### config.mk
export PLATFORM = sky130hd
export DESIGN_NAME = pc_gen
export DESIGN_NICKNAME = d
export VERILOG_FILES = /design/src/rtl/pc_gen_pkg.sv /design/src/rtl/pc_gen_redir_arbiter.sv /design/src/rtl/pc_gen.sv
export SDC_FILE = /design/constraint.sdc
export NUM_CORES = 1
export LEC_CHECK = 0
export ABC_AREA = 1
export CORE_MARGIN = 5
export CORE_UTILIZATION = 48
export DETAILED_ROUTE_END_ITERATION = 10
export HOLD_SLACK_MARGIN = 0.06
export PLACE_DENSITY = 0.85
export SETUP_SLACK_MARGIN = 0.15
export SYNTH_ARGS = -nofsm -noshare
export SYNTH_HDL_FRONTEND = slang
export SYNTH_SLANG_ARGS = --single-unit
### constraint.sdc
create_clock -name cpu_clk_75M -period 3.9 [get_ports cpu_clk_75M]
set_clock_uncertainty 0.2 [all_clocks]
set_input_delay 0.78 -clock cpu_clk_75M [delete_from_list [all_inputs] [get_ports cpu_clk_75M]]
set_output_delay 0.78 -clock cpu_clk_75M [all_outputs]
set_load 0.05 [all_outputs]
### src/rtl/pc_gen_pkg.sv
// Shared definitions for the fetch-address generator: FSM state encodings,
// chip-enable levels and the default reset fetch address.
package pc_gen_pkg;

   typedef enum logic [1:0] {
      PCG_OFF  = 2'd0,
      PCG_RUN  = 2'd1,
      PCG_HOLD = 2'd2,
      PCG_ERR  = 2'd3
   } pcg_state_e;

   localparam logic ChipEnable  = 1'b1;
   localparam logic ChipDisable = 1'b0;

   localparam logic [31:0] PCG_RESET_PC = 32'hBFC0_0000;

endpackage

### src/rtl/pc_gen_redir_arbiter.sv
// Combinational redirect arbiter: lowest-index channel wins, with separate
// winners for forced (stall-bypassing) and normal channels.
module pc_redir_arbiter
   import pc_gen_pkg::*;
#(
   parameter int                   ADDR_W     = 32,
   parameter int                   NUM_REDIR  = 2,
   parameter logic [NUM_REDIR-1:0] FORCE_MASK = NUM_REDIR'(2'b01)
) (
   input  logic [NUM_REDIR-1:0]        redir_valid_i,
   input  logic [NUM_REDIR*ADDR_W-1:0] redir_addr_i,
   output logic                        forced_hit,
   output logic [ADDR_W-1:0]           forced_addr,
   output logic                        norm_hit,
   output logic [ADDR_W-1:0]           norm_addr
);

   logic f_v_s;
   logic n_v_s;

   // Walk from the highest index down so the lowest valid index is written last.
   always_comb begin
      forced_hit  = 1'b0;
      forced_addr = '0;
      norm_hit    = 1'b0;
      norm_addr   = '0;
      f_v_s       = 1'b0;
      n_v_s       = 1'b0;
      for (int k = NUM_REDIR - 1; k >= 0; k--) begin
         f_v_s       = redir_valid_i[k] & FORCE_MASK[k];
         n_v_s       = redir_valid_i[k] & ~FORCE_MASK[k];
         forced_hit  = forced_hit | f_v_s;
         forced_addr = f_v_s ? redir_addr_i[k*ADDR_W +: ADDR_W] : forced_addr;
         norm_hit    = norm_hit | n_v_s;
         norm_addr   = n_v_s ? redir_addr_i[k*ADDR_W +: ADDR_W] : norm_addr;
      end
   end

endmodule

### src/rtl/pc_gen.sv
// Fetch-address generator with prioritised redirects and stall-time pending capture.
// Optional misaligned-target trap enabled by defining PC_ALIGN_CHECK_EN.
module pc_gen
   import pc_gen_pkg::*;
#(
   parameter int                   ADDR_W      = 32,
   parameter logic [ADDR_W-1:0]    RESET_PC    = ADDR_W'(PCG_RESET_PC),
   parameter int                   FETCH_BYTES = 4,
   parameter int                   NUM_REDIR   = 2,
   parameter logic [NUM_REDIR-1:0] FORCE_MASK  = NUM_REDIR'(2'b01)
) (
   input  logic                        cpu_clk_75M,
   input  logic                        cpu_rst_n,
   input  logic                        stall_i,
   input  logic [NUM_REDIR-1:0]        redir_valid_i,
   input  logic [NUM_REDIR*ADDR_W-1:0] redir_addr_i,
   input  logic                        fetch_gnt_i,
   output logic                        fetch_req_o,
   output logic [ADDR_W-1:0]           pc_o,
   output logic                        ce_o
`ifdef PC_ALIGN_CHECK_EN
   ,
   output logic                        addr_err_o
`endif
);

   localparam logic [ADDR_W-1:0] LOW_MASK = ADDR_W'(FETCH_BYTES - 1);
   localparam logic [ADDR_W-1:0] STEP     = ADDR_W'(FETCH_BYTES);

   pcg_state_e        state_q, state_d;
   logic [ADDR_W-1:0] pc_q, pc_d;
   logic [ADDR_W-1:0] pend_addr_q, pend_addr_d;
   logic              pend_v_q, pend_v_d;
   logic              ce_q, ce_d;
   logic              req_s, upd_s, load_s;
   logic [ADDR_W-1:0] tgt_s;
   logic              forced_hit_s, norm_hit_s;
   logic [ADDR_W-1:0] forced_addr_s, norm_addr_s;
`ifdef PC_ALIGN_CHECK_EN
   logic              err_q, err_d;
   logic              bad_s;
`endif

   pc_redir_arbiter #(
      .ADDR_W     (ADDR_W),
      .NUM_REDIR  (NUM_REDIR),
      .FORCE_MASK (FORCE_MASK)
   ) u_arb (
      .redir_valid_i (redir_valid_i),
      .redir_addr_i  (redir_addr_i),
      .forced_hit    (forced_hit_s),
      .forced_addr   (forced_addr_s),
      .norm_hit      (norm_hit_s),
      .norm_addr     (norm_addr_s)
   );

   assign req_s = ((state_q == PCG_RUN) || (state_q == PCG_HOLD)) & ~stall_i;
   assign upd_s = req_s & fetch_gnt_i;

   // Next-PC priority: forced redirect, then handshake-driven load/increment, else capture.
   always_comb begin
      state_d     = state_q;
      pc_d        = pc_q;
      pend_v_d    = pend_v_q;
      pend_addr_d = pend_addr_q;
      ce_d        = ce_q;
      load_s      = 1'b0;
      tgt_s       = pc_q;
      case (state_q)
         PCG_OFF: begin
            state_d = PCG_RUN;
            ce_d    = ChipEnable;
         end
         PCG_RUN, PCG_HOLD: begin
            if (forced_hit_s) begin
               load_s   = 1'b1;
               tgt_s    = forced_addr_s;
               pend_v_d = 1'b0;
            end else if (upd_s) begin
               if (norm_hit_s) begin
                  load_s   = 1'b1;
                  tgt_s    = norm_addr_s;
                  pend_v_d = 1'b0;
               end else if (pend_v_q) begin
                  load_s   = 1'b1;
                  tgt_s    = pend_addr_q;
                  pend_v_d = 1'b0;
               end else begin
                  pc_d = pc_q + STEP;
               end
            end else if (norm_hit_s) begin
               pend_v_d    = 1'b1;
               pend_addr_d = norm_addr_s;
            end else begin
               pend_v_d = pend_v_q;
            end
            state_d = pend_v_d ? PCG_HOLD : PCG_RUN;
         end
         PCG_ERR: begin
`ifdef PC_ALIGN_CHECK_EN
            if (forced_hit_s) begin
               load_s   = 1'b1;
               tgt_s    = forced_addr_s;
               pend_v_d = 1'b0;
               state_d  = PCG_RUN;
            end else begin
               state_d = PCG_ERR;
            end
`else
            state_d = PCG_RUN;
`endif
         end
         default: begin
            state_d = PCG_OFF;
         end
      endcase
`ifdef PC_ALIGN_CHECK_EN
      // A misaligned target is loaded as-is and parks the block in ERR.
      pc_d    = load_s ? tgt_s : pc_d;
      bad_s   = load_s & (|(tgt_s & LOW_MASK));
      state_d = bad_s ? PCG_ERR : state_d;
      err_d   = bad_s | (~load_s & err_q);
`else
      pc_d    = load_s ? (tgt_s & ~LOW_MASK) : pc_d;
`endif
   end

   // State, PC and pending-redirect registers.
   always_ff @(posedge cpu_clk_75M or negedge cpu_rst_n) begin
      if (!cpu_rst_n) begin
         state_q     <= PCG_OFF;
         pc_q        <= RESET_PC;
         pend_v_q    <= 1'b0;
         pend_addr_q <= '0;
         ce_q        <= ChipDisable;
`ifdef PC_ALIGN_CHECK_EN
         err_q       <= 1'b0;
`endif
      end else begin
         state_q     <= state_d;
         pc_q        <= pc_d;
         pend_v_q    <= pend_v_d;
         pend_addr_q <= pend_addr_d;
         ce_q        <= ce_d;
`ifdef PC_ALIGN_CHECK_EN
         err_q       <= err_d;
`endif
      end
   end

   assign pc_o        = pc_q;
   assign ce_o        = ce_q;
   assign fetch_req_o = req_s;
`ifdef PC_ALIGN_CHECK_EN
   assign addr_err_o  = err_q;
`endif

endmodule

== After elaboration in Yosys (flattened, before gate mapping) ==
Index checks and enable logic that the tools add are counted.

* Memories kept: 0
* Latch bits: 0
* Register bits after elaboration: 68
* Bits of input ports: 70
* Logic and storage cells: 51
* ROM bits: 0
* Bits in writable memories: 0
* Output and inout port bits: 34

* Multiplexer cells: 22
* Div/mod/pow operators: 0
* Shifts and indexed selects: 0
* Bitwise logic cells: 5
* Multiply operators: 0
* Magnitude comparators: 0
* Eq/ne operators: 7
* Reduce and logical (&&, ||, !) cells: 10
* Add/subtract/negate cells: 1

{| class="wikitable"
|+ Operator list
! kind !! number
|-
| $mux W32 || 11
|-
| $add A32 B3 Y32 const B || 1
|-
| $mux W1 || 9
|-
| $ne A2 B1 Y1 const B || 3
|-
| $reduce_and A6 Y1 || 1
|-
| $reduce_bool A2 Y1 || 3
|-
| $reduce_and A5 Y1 || 1
|-
| $eq A2 B2 Y1 const B || 2
|-
| $ne A4 B4 Y1 const B || 1
|-
| $pmux W2 S2 || 1
|-
| $reduce_and A4 Y1 || 1
|-
| $reduce_or A2 Y1 || 2
|-
| $not A1 Y1 || 3
|-
| $and A1 B1 Y1 || 2
|-
| $eq A2 B1 Y1 const B || 1
|-
| $logic_not A2 Y1 || 1
|-
| $mux W2 || 1
|-
| $logic_or A1 B1 Y1 || 1
|}

== Logic depth before layout (Yosys ltp) ==
* Depth after elaboration: 9
* Mapped depth: 11
* Gate-level depth less buffers: 10

== By module ==
From an unflattened synthesis, not the netlist that was laid out.

* Cell total of the unflattened synthesis: 797
* Area, all modules: 4759.6 um^2

{| class="wikitable"
|+ Modules (own cells, without submodules)
! module !! cells each !! sequential area each (um^2) !! times used !! area each (um^2)
|-
| pc_gen || 661 || 1612.8 || 1 || 4196.5
|-
| pc_redir_arbiter || 136 || 0.0 || 1 || 563.0
|}

== Least setup slack after synthesis ==
OpenSTA, ideal clock, no wires.

* Path kind: flip-flop to output port
* From: register state_q[0]
* To: output fetch_req_o
* Path buffers: 2
* Slack: 1.202 ns
* Arrival time: 1.718 ns
* Required time: 2.920 ns
* Stages on the path, launching flop included: 7
* Cells stage by stage: dfrtp_1 -> inv_1 -> ha_1 -> buf_4 -> clkbuf_1 -> inv_1 -> nor2_1

* Word-level cells in the longest chain between the ends: 3
* Elaborated cells between the ends (all ways): 4
* Classes of those cells: 2 x eq/ne; 1 x bitwise; 1 x reduce/logical

{| class="wikitable"
|+ Ends and longest elaborated chain
! item !! RTL line !! RTL
|-
| start, declared || pc_gen.sv:30 || <nowiki>pcg_state_e state_q, state_d;</nowiki>
|-
| start signal, assigned || pc_gen.sv:140 || <nowiki>state_q <= state_d;</nowiki>
|-
| $eq A2 B1 Y1 / $eq A2 B2 Y1 (equally long branches) || pc_gen.sv:57 || <nowiki>assign req_s = ((state_q == PCG_RUN) || (state_q == PCG_HOLD)) & ~stall_i;</nowiki>
|-
| $logic_or A1 B1 Y1 (*) || pc_gen.sv:57 ||
|-
| $and A1 B1 Y1 (*) || pc_gen.sv:57 ||
|-
| end, declared || pc_gen.sv:18 || <nowiki>output logic fetch_req_o,</nowiki>
|}

Every way passes the cells marked *; elsewhere a longest branch is shown, timed or not.

== Final worst setup path ==
* From: input stall_i
* To: output fetch_req_o

* Word-level cells in the longest chain between the ends: 2

{| class="wikitable"
|+ Ends and longest elaborated chain
! item !! RTL line !! RTL
|-
| start, declared || pc_gen.sv:14 || <nowiki>input logic stall_i,</nowiki>
|-
| $not A1 Y1 || pc_gen.sv:57 ||
|-
| $and A1 B1 Y1 || pc_gen.sv:57 ||
|}

Every way passes these cells.

==> results.sh <==
export IMPL_num_nets_final=798
export IMPL_setup_tns_final_ns=0
export IMPL_synth_warnings=0
export IMPL_yosysTopAreaCellShare=0.332
export IMPL_ir_worst_vdd_mv=0.411
export IMPL_seq_area_frac_synth=0.389
export IMPL_vias=4406
export IMPL_slew_headroom=0.522
export IMPL_cts_root_buf="clkbuf_8"
export IMPL_path_class="primary input to output pin"
export IMPL_hpwl_mm=9.64
export IMPL_clock_sinks=64
export IMPL_area_growth_pct=30.3
export IMPL_globalplace_congestion=0.865
export IMPL_critPathLaunchType="primary input"
export IMPL_synth_cell_type_count=31
export IMPL_fmax_ghz=0.319
export IMPL_start_util=0.485
export IMPL_rsz0062_at_grt="no"
export IMPL_port_buffers=97
export IMPL_status="finished, final reports clean"
export IMPL_post_cts_setup_buffers=0
export IMPL_synthArstFlopShare=1.00
export IMPL_synth_edf_count=0
export IMPL_core_area_um2=8550
export IMPL_rows=34
export IMPL_grt_pass1_vias=4198
export IMPL_endpoint_kind="output pin"
export IMPL_syn_mean_instance_area_um2=6.55
export IMPL_clk_latency_ns=0.33
export IMPL_diodes=0
export IMPL_grt_max_degree=33
export IMPL_cp_max_fo=2
export IMPL_grt_ovfl_total=0
export IMPL_tightest_slew_ns=0.714
export IMPL_fin_crit_ns=3.14
export IMPL_clkTransAtPathRegs_ns=0.07
export IMPL_grt_pass1_wl_mm=20.5
export IMPL_seq_area_um2=1610
export IMPL_grtUsageTotal=0.247
export IMPL_dieArea_um2=10600
export IMPL_power_density_nw_per_um2=725
export IMPL_via_per_inst=5.25
export IMPL_synth_top_area_cell="dfrtp_1"
export IMPL_ant_nets=0
export IMPL_hold_viol=0
export IMPL_stdcell_area_um2=5400
export IMPL_placed_cell_area_um2=5200
export IMPL_routed_wl_mm=12.6
export IMPL_critical_path_most_common_cell="clkdlybuf4s50_1"
export IMPL_synth_flop_cell="dfrtp_1"
export IMPL_route_detailed_drc=0
export IMPL_dieWidth_um=103
export IMPL_critPathArrivalTime_ns=2.16
export IMPL_setup_viol=0
export IMPL_syn_inst=633
export IMPL_drive_above_1_share=0.0766
export IMPL_fill_cells=792
export IMPL_crit_required_ns=2.92
export IMPL_synth_area_um2=4150
export IMPL_cp_slowest_cell="clkdlybuf4s50_1"
export IMPL_io_pins=104
export IMPL_cpPeakStageDelay_ns=0.81
export IMPL_final_period_utilization=0.804
export IMPL_die_h_um=103
export IMPL_antenna_found_initial=0
export IMPL_drt_iter0_markers=269
export IMPL_numCtsBuffers=9
export IMPL_multiInputGateArea_um2=2120
export IMPL_synth_most_common_cell="nand2_1"
export IMPL_ys_seq_elements=64
export IMPL_hold_buffers=0
export IMPL_path_cells="clkdlybuf4s50_1 > nor2_1 > clkdlybuf4s50_1"
export IMPL_cts_buffer_depth=2
export IMPL_p_leak_nw=2.51
export IMPL_yosys_top_cells_area="dfrtp_1 (33%), nand2_1 (21%), o21ai_0 (7.8%)"
export IMPL_worstHoldPathType="primary input to async pin"
export IMPL_cts_tree="done"
export IMPL_h_tree_depth=3
export IMPL_routedWlPerCell_um=15.0
export IMPL_first_pass_iters=5
export IMPL_whs_ns=0.181
export IMPL_cts_resized=0
export IMPL_drv_cap=0
export IMPL_synth_common_cells="nand2_1 (236), inv_1 (70), o21ai_0 (65)"
export IMPL_drv_slew=0
[path summary, 6_finish.rpt]
check / from / endpoint / slack [ns] / depth (start not counted)
min in group cpu_clk_75M: pend_addr_q[17] / pend_addr_q[17] / 0.29 / 2
worst max-delay path: stall_i / fetch_req_o / 0.76 / 3
worst max register to register: state_q[1] / pc_o[30] / 1.28 / 10
max in group asynchronous: cpu_rst_n / pend_addr_q[12] / 2.54 / 2
worst min-delay path: cpu_rst_n / pc_o[12] / 0.18 / 1
worst min register to register: pend_addr_q[17] / pend_addr_q[17] / 0.29 / 2
[cells by family (layout without fill, tap and decap cells)]
family	Yosys count	in the layout	share of synthesized area
simple gates	362	362	0.362
compound gates	95	95	0.126
other cells	1	2	0.000904
xor+xnor	7	7	0.0148
buf+inv	102	199	0.102
flops	64	64	0.389
fa+ha+maj	2	2	0.00603
[layer usage]
metal | vias to the layer above | GRT usage | wire length [um]
li1 | 2173 | - | -
met4 | 0 | 0.0767 | 248
met5 | - | 0 | 0
met1 | 2047 | 0.328 | 5410
met2 | 164 | 0.415 | 6020
met3 | 22 | 0.0372 | 918
[stage by stage]
stage / utilization / total power, mW / worst slack (ns) / cells
CTS: 0.632 / 3.92 / 0.759 / 839
finish: 0.632 / 3.92 / 0.764 / 839
floorplan: - / 2.64 / 1.20 / 634
global placement: 0.608 / 3.25 / 0.802 / 823
global route: 0.632 / 4.18 / 0.694 / 839
detailed placement: 0.608 / 3.33 / 0.772 / 823
[final cells by class]
| cell class | count | area share |
|---|---|---|
| Timing Repair Buffer | 109 | 0.195 |
| Clock inverter | 5 | 0.0102 |
| Multi-Input combinational cell | 468 | 0.392 |
| Sequential cell | 64 | 0.298 |
| Clock buffer | 11 | 0.0280 |
| Tap cell | 108 | 0.0250 |
| Inverter | 74 | 0.0514 |
[state kept, by name (all words and copies together) (netlist names)]
register and flops:
pc_o 30, pend_addr_q 30, state_q 2, ce_o 1, pend_v_q 1
[critical path, delay by kind of cell]
kind | cells | cell delay, ns
buffers and inverters | 2 | 1.24
AND/OR/NAND/NOR | 1 | 0.13
[cells in the final DEF (no fill, tap or decap), types with 3 or more instances in the layout]
| cell | n |
|---|---|
| clkdlybuf4s50_1 | 96 |
| a22oi_1 | 12 |
| inv_2 | 4 |
| nand2_2 | 4 |
| a21boi_1 | 3 |
| xnor2_1 | 4 |
| dfrtp_1 | 55 |
| o21ai_0 | 65 |
| nor2_1 | 48 |
| xor2_1 | 3 |
| nand2_1 | 236 |
| inv_1 | 70 |
| nor2_2 | 4 |
| dfstp_2 | 9 |
| nand3_1 | 56 |
| nand4_1 | 4 |
| buf_4 | 12 |
| a21oi_1 | 10 |
| clkbuf_8 | 11 |
[power by group]
part	internal, mW	switching [mW]
combinational	0.675	1.30
sequential	1.02	0.337
clock	0.328	0.262
Note: power is estimated with default switching activity, not from simulation.
